[config.mk]
export PLATFORM = sky130hd
export DESIGN_NAME = fetch_unit
export DESIGN_NICKNAME = d
export VERILOG_FILES = /design/src/rtl/fetch_unit_pkg.sv /design/src/rtl/fetch_fifo.sv /design/src/rtl/fetch_unit.sv
export SDC_FILE = /design/constraint.sdc
export NUM_CORES = 1
export LEC_CHECK = 0
export ABC_CLOCK_PERIOD_IN_PS = 5800
export CORE_MARGIN = 3
export CORE_UTILIZATION = 55
export DETAILED_ROUTE_END_ITERATION = 10
export DONT_BUFFER_PORTS = 1
export PLACE_DENSITY = 0.7
export SETUP_SLACK_MARGIN = 0.1
export SLEW_MARGIN = 20
export SYNTH_ARGS = -nofsm -noshare
export SYNTH_HDL_FRONTEND = slang
export SYNTH_SLANG_ARGS = --single-unit
export TNS_END_PERCENT = 30
[constraint.sdc]
create_clock -name clk -period 5.8 [get_ports clk]
set_input_delay 1.16 -clock clk [delete_from_list [all_inputs] [get_ports clk]]
set_output_delay 1.16 -clock clk [all_outputs]
set_load 0.01 [all_outputs]
[src/rtl/fetch_unit_pkg.sv]
// fetch_unit_pkg: constants and types shared by the fetch front end.
//   NOP_INSTR_C   bubble word driven when no valid instruction is available
//   RESET_PC_C    first fetch address after reset
//   HALT_OPCODE_C opcode of the HALT instruction (decoded upstream)
//   fetch_state_e fetch FSM state encoding
//   ibuf_entry_t  one instruction-buffer entry {instr, pc_inc2}
package fetch_unit_pkg;

  localparam logic [15:0] NOP_INSTR_C   = 16'h0800;
  localparam logic [15:0] RESET_PC_C    = 16'h0000;
  localparam logic [4:0]  HALT_OPCODE_C = 5'b00000;

  typedef enum logic [1:0] {
    ST_START  = 2'b00,
    ST_RUN    = 2'b01,
    ST_HALTED = 2'b10
  } fetch_state_e;

  typedef struct packed {
    logic [15:0] instr;
    logic [15:0] pc_inc2;
  } ibuf_entry_t;

  // Next sequential halfword-aligned address; wraps 16'hFFFE -> 16'h0000.
  function automatic logic [15:0] pc_plus2(input logic [15:0] pc);
    return pc + 16'd2;
  endfunction

endpackage

[src/rtl/fetch_fifo.sv]
// fetch_fifo: small synchronous FIFO with flush, used as the instruction
// buffer and as the in-flight address tag queue.
//   clk    in   clock
//   rst    in   asynchronous active-low reset
//   push   in   write wdata (ignored when full)
//   wdata  in   write data
//   pop    in   drop the head entry (ignored when empty)
//   flush  in   empty the FIFO; wins over push/pop in the same cycle
//   rdata  out  head entry (valid when !empty)
//   count  out  number of stored entries
//   empty  out  count == 0
module fetch_fifo
#(
  parameter int WIDTH = 16,
  parameter int DEPTH = 2
)(
  input  logic                       clk,
  input  logic                       rst,
  input  logic                       push,
  input  logic [WIDTH-1:0]           wdata,
  input  logic                       pop,
  input  logic                       flush,
  output logic [WIDTH-1:0]           rdata,
  output logic [$clog2(DEPTH+1)-1:0] count,
  output logic                       empty
);

  localparam int AW = (DEPTH > 1) ? $clog2(DEPTH) : 1;
  localparam int CW = $clog2(DEPTH + 1);

  logic [WIDTH-1:0] mem_q [DEPTH];
  logic [AW-1:0]    wr_ptr_q;
  logic [AW-1:0]    rd_ptr_q;
  logic [CW-1:0]    count_q;
  logic             push_ok_s;
  logic             pop_ok_s;

  // Pointer increment that also works for non-power-of-two depths.
  function automatic logic [AW-1:0] ptr_inc(input logic [AW-1:0] p);
    if (p == AW'(DEPTH - 1)) begin
      return AW'(0);
    end else begin
      return p + AW'(1);
    end
  endfunction

  assign empty     = (count_q == CW'(0));
  assign push_ok_s = push && (count_q != CW'(DEPTH));
  assign pop_ok_s  = pop && !empty;
  assign rdata     = mem_q[rd_ptr_q];
  assign count     = count_q;

  // Pointer and occupancy bookkeeping.
  always_ff @(posedge clk or negedge rst) begin
    if (!rst) begin
      wr_ptr_q <= AW'(0);
      rd_ptr_q <= AW'(0);
      count_q  <= CW'(0);
    end else if (flush) begin
      wr_ptr_q <= AW'(0);
      rd_ptr_q <= AW'(0);
      count_q  <= CW'(0);
    end else begin
      if (push_ok_s) wr_ptr_q <= ptr_inc(wr_ptr_q);
      if (pop_ok_s)  rd_ptr_q <= ptr_inc(rd_ptr_q);
      case ({push_ok_s, pop_ok_s})
        2'b10:   count_q <= count_q + CW'(1);
        2'b01:   count_q <= count_q - CW'(1);
        default: count_q <= count_q;
      endcase
    end
  end

  // Entry storage.
  always_ff @(posedge clk or negedge rst) begin
    if (!rst) begin
      for (int i = 0; i < DEPTH; i++) begin
        mem_q[i] <= {WIDTH{1'b0}};
      end
    end else if (push_ok_s && !flush) begin
      mem_q[wr_ptr_q] <= wdata;
    end
  end

endmodule

[src/rtl/fetch_unit.sv]
// fetch_unit: instruction-fetch front end feeding the decode stage.
//   clk          in   clock
//   rst          in   asynchronous active-low reset
//   stall        in   decode stall: hold instr/pc_inc2/instr_valid
//   redirect     in   taken branch/jump: refetch from redirect_pc
//   redirect_pc  in   new fetch address (bit 0 forced to 0)
//   halt         in   stop fetching (terminal until reset)
//   imem_req     out  instruction memory read request
//   imem_addr    out  read address (current fetch pc)
//   imem_gnt     in   request accepted this cycle
//   imem_rvalid  in   read data valid (in request order)
//   imem_rdata   in   read data
//   instr        out  instruction to decode
//   pc_inc2      out  address of instr + 2
//   instr_valid  out  instr is a real fetched word
//   err          out  sticky: rvalid seen with nothing outstanding
module fetch_unit
  import fetch_unit_pkg::*;
#(
  parameter int          IBUF_DEPTH      = 2,
  parameter int          MAX_OUTSTANDING = 2,
  parameter logic [15:0] RESET_PC        = RESET_PC_C,
  parameter logic [15:0] NOP_INSTR       = NOP_INSTR_C
)(
  input  logic        clk,
  input  logic        rst,
  input  logic        stall,
  input  logic        redirect,
  input  logic [15:0] redirect_pc,
  input  logic        halt,
  output logic        imem_req,
  output logic [15:0] imem_addr,
  input  logic        imem_gnt,
  input  logic        imem_rvalid,
  input  logic [15:0] imem_rdata,
  output logic [15:0] instr,
  output logic [15:0] pc_inc2,
  output logic        instr_valid,
  output logic        err
);

  localparam int BCW = $clog2(IBUF_DEPTH + 1);
  localparam int OW  = $clog2(MAX_OUTSTANDING + 1);

  fetch_state_e  state_q, state_d;
  logic [15:0]   fetch_pc_q, fetch_pc_d;
  logic [OW-1:0] outst_q, outst_d;
  logic [OW-1:0] drop_q, drop_d;
  logic [15:0]   instr_q, instr_d;
  logic [15:0]   pc_inc2_q, pc_inc2_d;
  logic          valid_q, valid_d;
  logic          err_q, err_d;

  logic          in_run_s, redirect_s, halt_now_s;
  logic          req_s, hs_s, rv_ok_s;
  logic          buf_push_s, buf_pop_s, buf_flush_s, buf_empty_s;
  logic [BCW-1:0] buf_cnt_s;
  ibuf_entry_t   buf_wdata_s, buf_rdata_s;
  logic [15:0]   tag_s;
  logic [OW-1:0] unused_tag_cnt_s;
  logic          unused_tag_empty_s;
  logic          unused_rpc0_s;

  assign unused_rpc0_s = redirect_pc[0];

  assign in_run_s   = (state_q == ST_RUN);
  // Redirect is honoured in START and RUN, ignored once halted.
  assign redirect_s = redirect && (state_q != ST_HALTED);
  assign halt_now_s = in_run_s && halt && !stall && !redirect;

  // Credit rule: every outstanding request owns a free buffer slot, so a
  // returning word always fits.
  assign req_s = in_run_s && !redirect
              && ((int'(outst_q) + int'(buf_cnt_s)) < IBUF_DEPTH)
              && (int'(outst_q) < MAX_OUTSTANDING);
  assign hs_s    = req_s && imem_gnt;
  assign rv_ok_s = imem_rvalid && (outst_q != OW'(0));

  // Words are discarded while older squashed fetches are still draining,
  // in the redirect cycle itself, and whenever the unit is not running.
  assign buf_push_s  = rv_ok_s && (drop_q == OW'(0)) && in_run_s && !redirect;
  assign buf_pop_s   = in_run_s && !redirect && !stall && !halt && !buf_empty_s;
  assign buf_flush_s = redirect_s || halt_now_s || (state_q == ST_HALTED);

  assign buf_wdata_s.instr   = imem_rdata;
  assign buf_wdata_s.pc_inc2 = pc_plus2(tag_s);

  fetch_fifo #(.WIDTH(16), .DEPTH(MAX_OUTSTANDING)) u_tag_q (
    .clk   (clk),
    .rst   (rst),
    .push  (hs_s),
    .wdata (fetch_pc_q),
    .pop   (rv_ok_s),
    .flush (1'b0),
    .rdata (tag_s),
    .count (unused_tag_cnt_s),
    .empty (unused_tag_empty_s)
  );

  fetch_fifo #(.WIDTH($bits(ibuf_entry_t)), .DEPTH(IBUF_DEPTH)) u_ibuf (
    .clk   (clk),
    .rst   (rst),
    .push  (buf_push_s),
    .wdata (buf_wdata_s),
    .pop   (buf_pop_s),
    .flush (buf_flush_s),
    .rdata (buf_rdata_s),
    .count (buf_cnt_s),
    .empty (buf_empty_s)
  );

  // Next-state logic for the FSM, counters, fetch pc and output register.
  always_comb begin
    state_d    = state_q;
    fetch_pc_d = fetch_pc_q;
    outst_d    = outst_q;
    drop_d     = drop_q;
    instr_d    = instr_q;
    pc_inc2_d  = pc_inc2_q;
    valid_d    = valid_q;
    err_d      = err_q | (imem_rvalid && (outst_q == OW'(0)));

    case ({hs_s, rv_ok_s})
      2'b10:   outst_d = outst_q + OW'(1);
      2'b01:   outst_d = outst_q - OW'(1);
      default: outst_d = outst_q;
    endcase

    // On redirect every request still in flight after this cycle is stale.
    if (redirect_s) begin
      drop_d = rv_ok_s ? (outst_q - OW'(1)) : outst_q;
    end else if (rv_ok_s && (drop_q != OW'(0))) begin
      drop_d = drop_q - OW'(1);
    end else begin
      drop_d = drop_q;
    end

    if (redirect_s) begin
      fetch_pc_d = {redirect_pc[15:1], 1'b0};
    end else if (hs_s) begin
      fetch_pc_d = pc_plus2(fetch_pc_q);
    end else begin
      fetch_pc_d = fetch_pc_q;
    end

    case (state_q)
      ST_START:  state_d = ST_RUN;
      ST_RUN: begin
        if (halt_now_s) begin
          state_d = ST_HALTED;
        end else begin
          state_d = ST_RUN;
        end
      end
      ST_HALTED: state_d = ST_HALTED;
      default:   state_d = ST_HALTED;
    endcase

    // Output priority: redirect/halt bubble > stall hold > normal pop.
    if (redirect_s || halt_now_s || (state_q == ST_HALTED)) begin
      instr_d = NOP_INSTR;
      valid_d = 1'b0;
    end else if (stall) begin
      instr_d   = instr_q;
      pc_inc2_d = pc_inc2_q;
      valid_d   = valid_q;
    end else if (buf_pop_s) begin
      instr_d   = buf_rdata_s.instr;
      pc_inc2_d = buf_rdata_s.pc_inc2;
      valid_d   = 1'b1;
    end else begin
      instr_d = NOP_INSTR;
      valid_d = 1'b0;
    end
  end

  // State register for the whole fetch unit.
  always_ff @(posedge clk or negedge rst) begin
    if (!rst) begin
      state_q    <= ST_START;
      fetch_pc_q <= RESET_PC;
      outst_q    <= OW'(0);
      drop_q     <= OW'(0);
      instr_q    <= NOP_INSTR;
      pc_inc2_q  <= 16'h0000;
      valid_q    <= 1'b0;
      err_q      <= 1'b0;
    end else begin
      state_q    <= state_d;
      fetch_pc_q <= fetch_pc_d;
      outst_q    <= outst_d;
      drop_q     <= drop_d;
      instr_q    <= instr_d;
      pc_inc2_q  <= pc_inc2_d;
      valid_q    <= valid_d;
      err_q      <= err_d;
    end
  end

  assign imem_req    = req_s;
  assign imem_addr   = fetch_pc_q;
  assign instr       = instr_q;
  assign pc_inc2     = pc_inc2_q;
  assign instr_valid = valid_q;
  assign err         = err_q;

endmodule
==> impl_metrics.yaml <==
run_status:
  status: "finished, final reports clean"
worst_setup_path:
  r2r_start: "u_ibuf.count[0]"
  crit_fanout: 6
  r2r-end: "u_tag_q.mem_q[30]"
  cp.required_ns: 4.64
  reg2reg_depth: 7
  start_kind: "register"
  worst_setup_path_end_kind: "primary output"
  rrSetupSlack_ns: 2.63
  worstSetupPathType: "reg -> out"
  arrival_ns: 2.04
drt:
  vias_per_cell: 5.58
  num_vias: 4534
  route.detailed.drc: 0
  wirelength_um: 13400
  drt_iter0_drc: 205
  postRouteAntennaNets: 0
  wl_per_cell_um: 16.5
  first_pass_iters: 4
power:
  ir_drop_uv: 288
  leakage_nw: 3.48
  p_per_area_nw_per_um2: 413
  power.switching_mw: 0.988
  power.internal_mw: 2.21
  switching_share: 0.309
  pwr-share-seq: 0.480
  p_clk_frac: 0.315
  pwr-share-comb: 0.205
timing:
  finalClockSkew_ns: 0.00599
  rsz0062_at_grt: "no"
  hold_viol: 0
  slew_violations: 0
  slew_headroom: 0.315
  min_period_over_period: 0.551
  max_clock_freq_mhz: 313
  worst_slew_pin_slew_ns: 1.03
  layout_setup_ws_ns: 2.60
  setup_tns_ns: 0
  min_period_ns: 3.20
  setup_viol: 0
die:
  coreArea_um2: 12400
  die_w_um: 120
  row_count: 40
  ios: 90
  start_util: 0.578
  design.die.area_um2: 14400
  fp.dieH_um: 120
grt:
  gr-total-overflow: 0
  grt_pass1_wl_um: 22700
  grt_pass1_vias: 4572
  grt_util_all_layers: 0.199
  grt_antenna_before_repair: 0
  grt_max_degree: 155
worst_hold_path:
  hold_class: "in -> async"
yosys:
  ys_seq_elements: 154
  postSynthAreaPerCell_um2: 11.1
  syn_inst: 642
  synth_top_cell_by_area: "dfrtp_1"
  async_flop_share: 1.00
  ys.flop_type: "dfrtp_1"
  yosysTopAreaCellShare: 0.536
  synth_area_um2: 7140
  yosysWarnings: 0
  yosys.cell_types.count: 53
  synth_enable_flop_cells: 0
  yosys-top-cells-area: "dfrtp_1 54%, mux2_2 11%, nand2_1 6.2%"
  ys_seq_area_frac: 0.540
finish:
  drive_above_1_share: 0.177
  area_growth_pct: 8.57
  layout.cells.non_filler: 812
  antenna_cells: 0
  num-nets-final: 678
  layout_common_cells: "152 x dfrtp_1, 117 x nand2_1, 69 x mux2_2, 40 x mux2i_1, 33 x o21ai_0"
  final_common_cell: "dfrtp_1"
clocking:
  ctsHoldBuffers: 0
  cts_setup_buffers: 0
  clock_latency_ns: 0.41
  cts.sinks: 154
  cts.htree.levels: 4
  cts_resized: 0
  cts.root.buffer_cell: "clkbuf_16"
  cts_made_buffers: 17
  cts_buffer_depth: 2
  clk_pin_slew_worst_paths_ns: 0.06
  cts_tree: "built"
placement:
  dpl.hpwl_um: 9060
  port_buffers: 0
  dp.cells: 781
  pre_cts_ws_ns: 2.47
  place_congestion: 0.729
job:
  maxCapViolCount: 0
## metal layers
metal / up-vias / routed length, um / share of wire / track usage
met5: - / 0 / 0 / 0
met2: 101 / 6460 / 0.48 / 0.325
met4: 0 / 250 / 0.019 / 0.0716
met3: 18 / 708 / 0.053 / 0.0561
met1: 2240 / 5960 / 0.45 / 0.252
li1: 2175 / - / - / -
## cell type report
class	count	area (um^2)
Clock buffer	24	512
Inverter	10	37.5
Multi-Input combinational cell	445	3070
Fill cell	1010	4610
Timing Repair Buffer	4	30.0
Sequential cell	154	3860
Clock inverter	7	40.0
Tap cell	168	210
## critical path, stage by stage, from the launching register on
cell and delay, ns:
dfrtp_1 0.42, and2_1 0.17, fa_1 0.43, nor3_1 0.36, and2_1 0.25
## power by group through the flow
stage | registers [mW] | logic, mW | clock network, mW
floorplan | 1.47 | 0.574 | 0
detailed placement | 1.56 | 0.660 | 0
CTS | 1.54 | 0.666 | 1.03
finish | 1.54 | 0.658 | 1.01
global placement | 1.54 | 0.629 | 0
global route | 1.58 | 0.750 | 1.08
## cell usage after synthesis, types with 4 or more instances
master,instances
buf_2,13
nand3_1,13
a211oi_1,4
o21ai_1,5
xnor2_1,29
nand4_1,7
nand3b_1,4
nor3_1,9
dfrtp_1,153
or3_1,4
xor2_1,9
ha_1,6
o21ai_0,33
nand2_1,117
nor2_1,28
inv_1,9
and3_1,7
and2_1,5
clkbuf_1,11
a21oi_1,16
buf_4,6
mux2_2,69
mux2i_1,40
## sequential cells by signal (all words and copies together) (netlist names), 15 cells and up
| name | cells |
|---|---|
| u_ibuf.mem_q | 62 |
| u_tag_q.mem_q | 30 |
| instr | 16 |
| imem_addr | 15 |
| pc_inc2 | 15 |
## worst max path at each step
stage | startpoint | endpoint | slack, ns | cells past startpoint
detailed placement | redirect | u_tag_q.mem_q[19] | 2.47 | 5
global placement | redirect | u_tag_q.mem_q[30] | 2.52 | 5
floorplan | redirect | imem_req | 3.03 | 2
global route | u_ibuf.count[0] | u_tag_q.mem_q[21] | 2.39 | 7
CTS | u_ibuf.count[0] | imem_req | 2.56 | 4
finish | u_ibuf.count[0] | imem_req | 2.60 | 4
## cell families (layout without fill, tap and decap cells)
| group | after synthesis | in the layout | synth area share |
|---|---|---|---|
| AO/OA/AOI/OAI | 75 | 75 | 0.0629 |
| XOR/XNOR | 38 | 38 | 0.0466 |
| adder cells (fa/ha/maj) | 7 | 7 | 0.0133 |
| buffers and inverters | 44 | 45 | 0.0319 |
| flip-flops | 154 | 154 | 0.540 |
| multiplexers | 111 | 111 | 0.168 |
| other | 1 | 2 | 0.000525 |
| AND/OR/NAND/NOR | 212 | 212 | 0.137 |
## metrics by stage
stage	util	power (mW)	cell area [um^2]	hold WS, ns
after floorplan	-	2.04	7140	0.445
after CTS	0.627	3.24	7750	0.419
after detailed placement	0.582	2.22	7200	0.461
after global placement	0.582	2.17	7200	0.456
after global routing	0.627	3.40	7750	0.415
final	0.627	3.20	7750	0.439
Note: power is estimated with default switching activity, not from simulation.
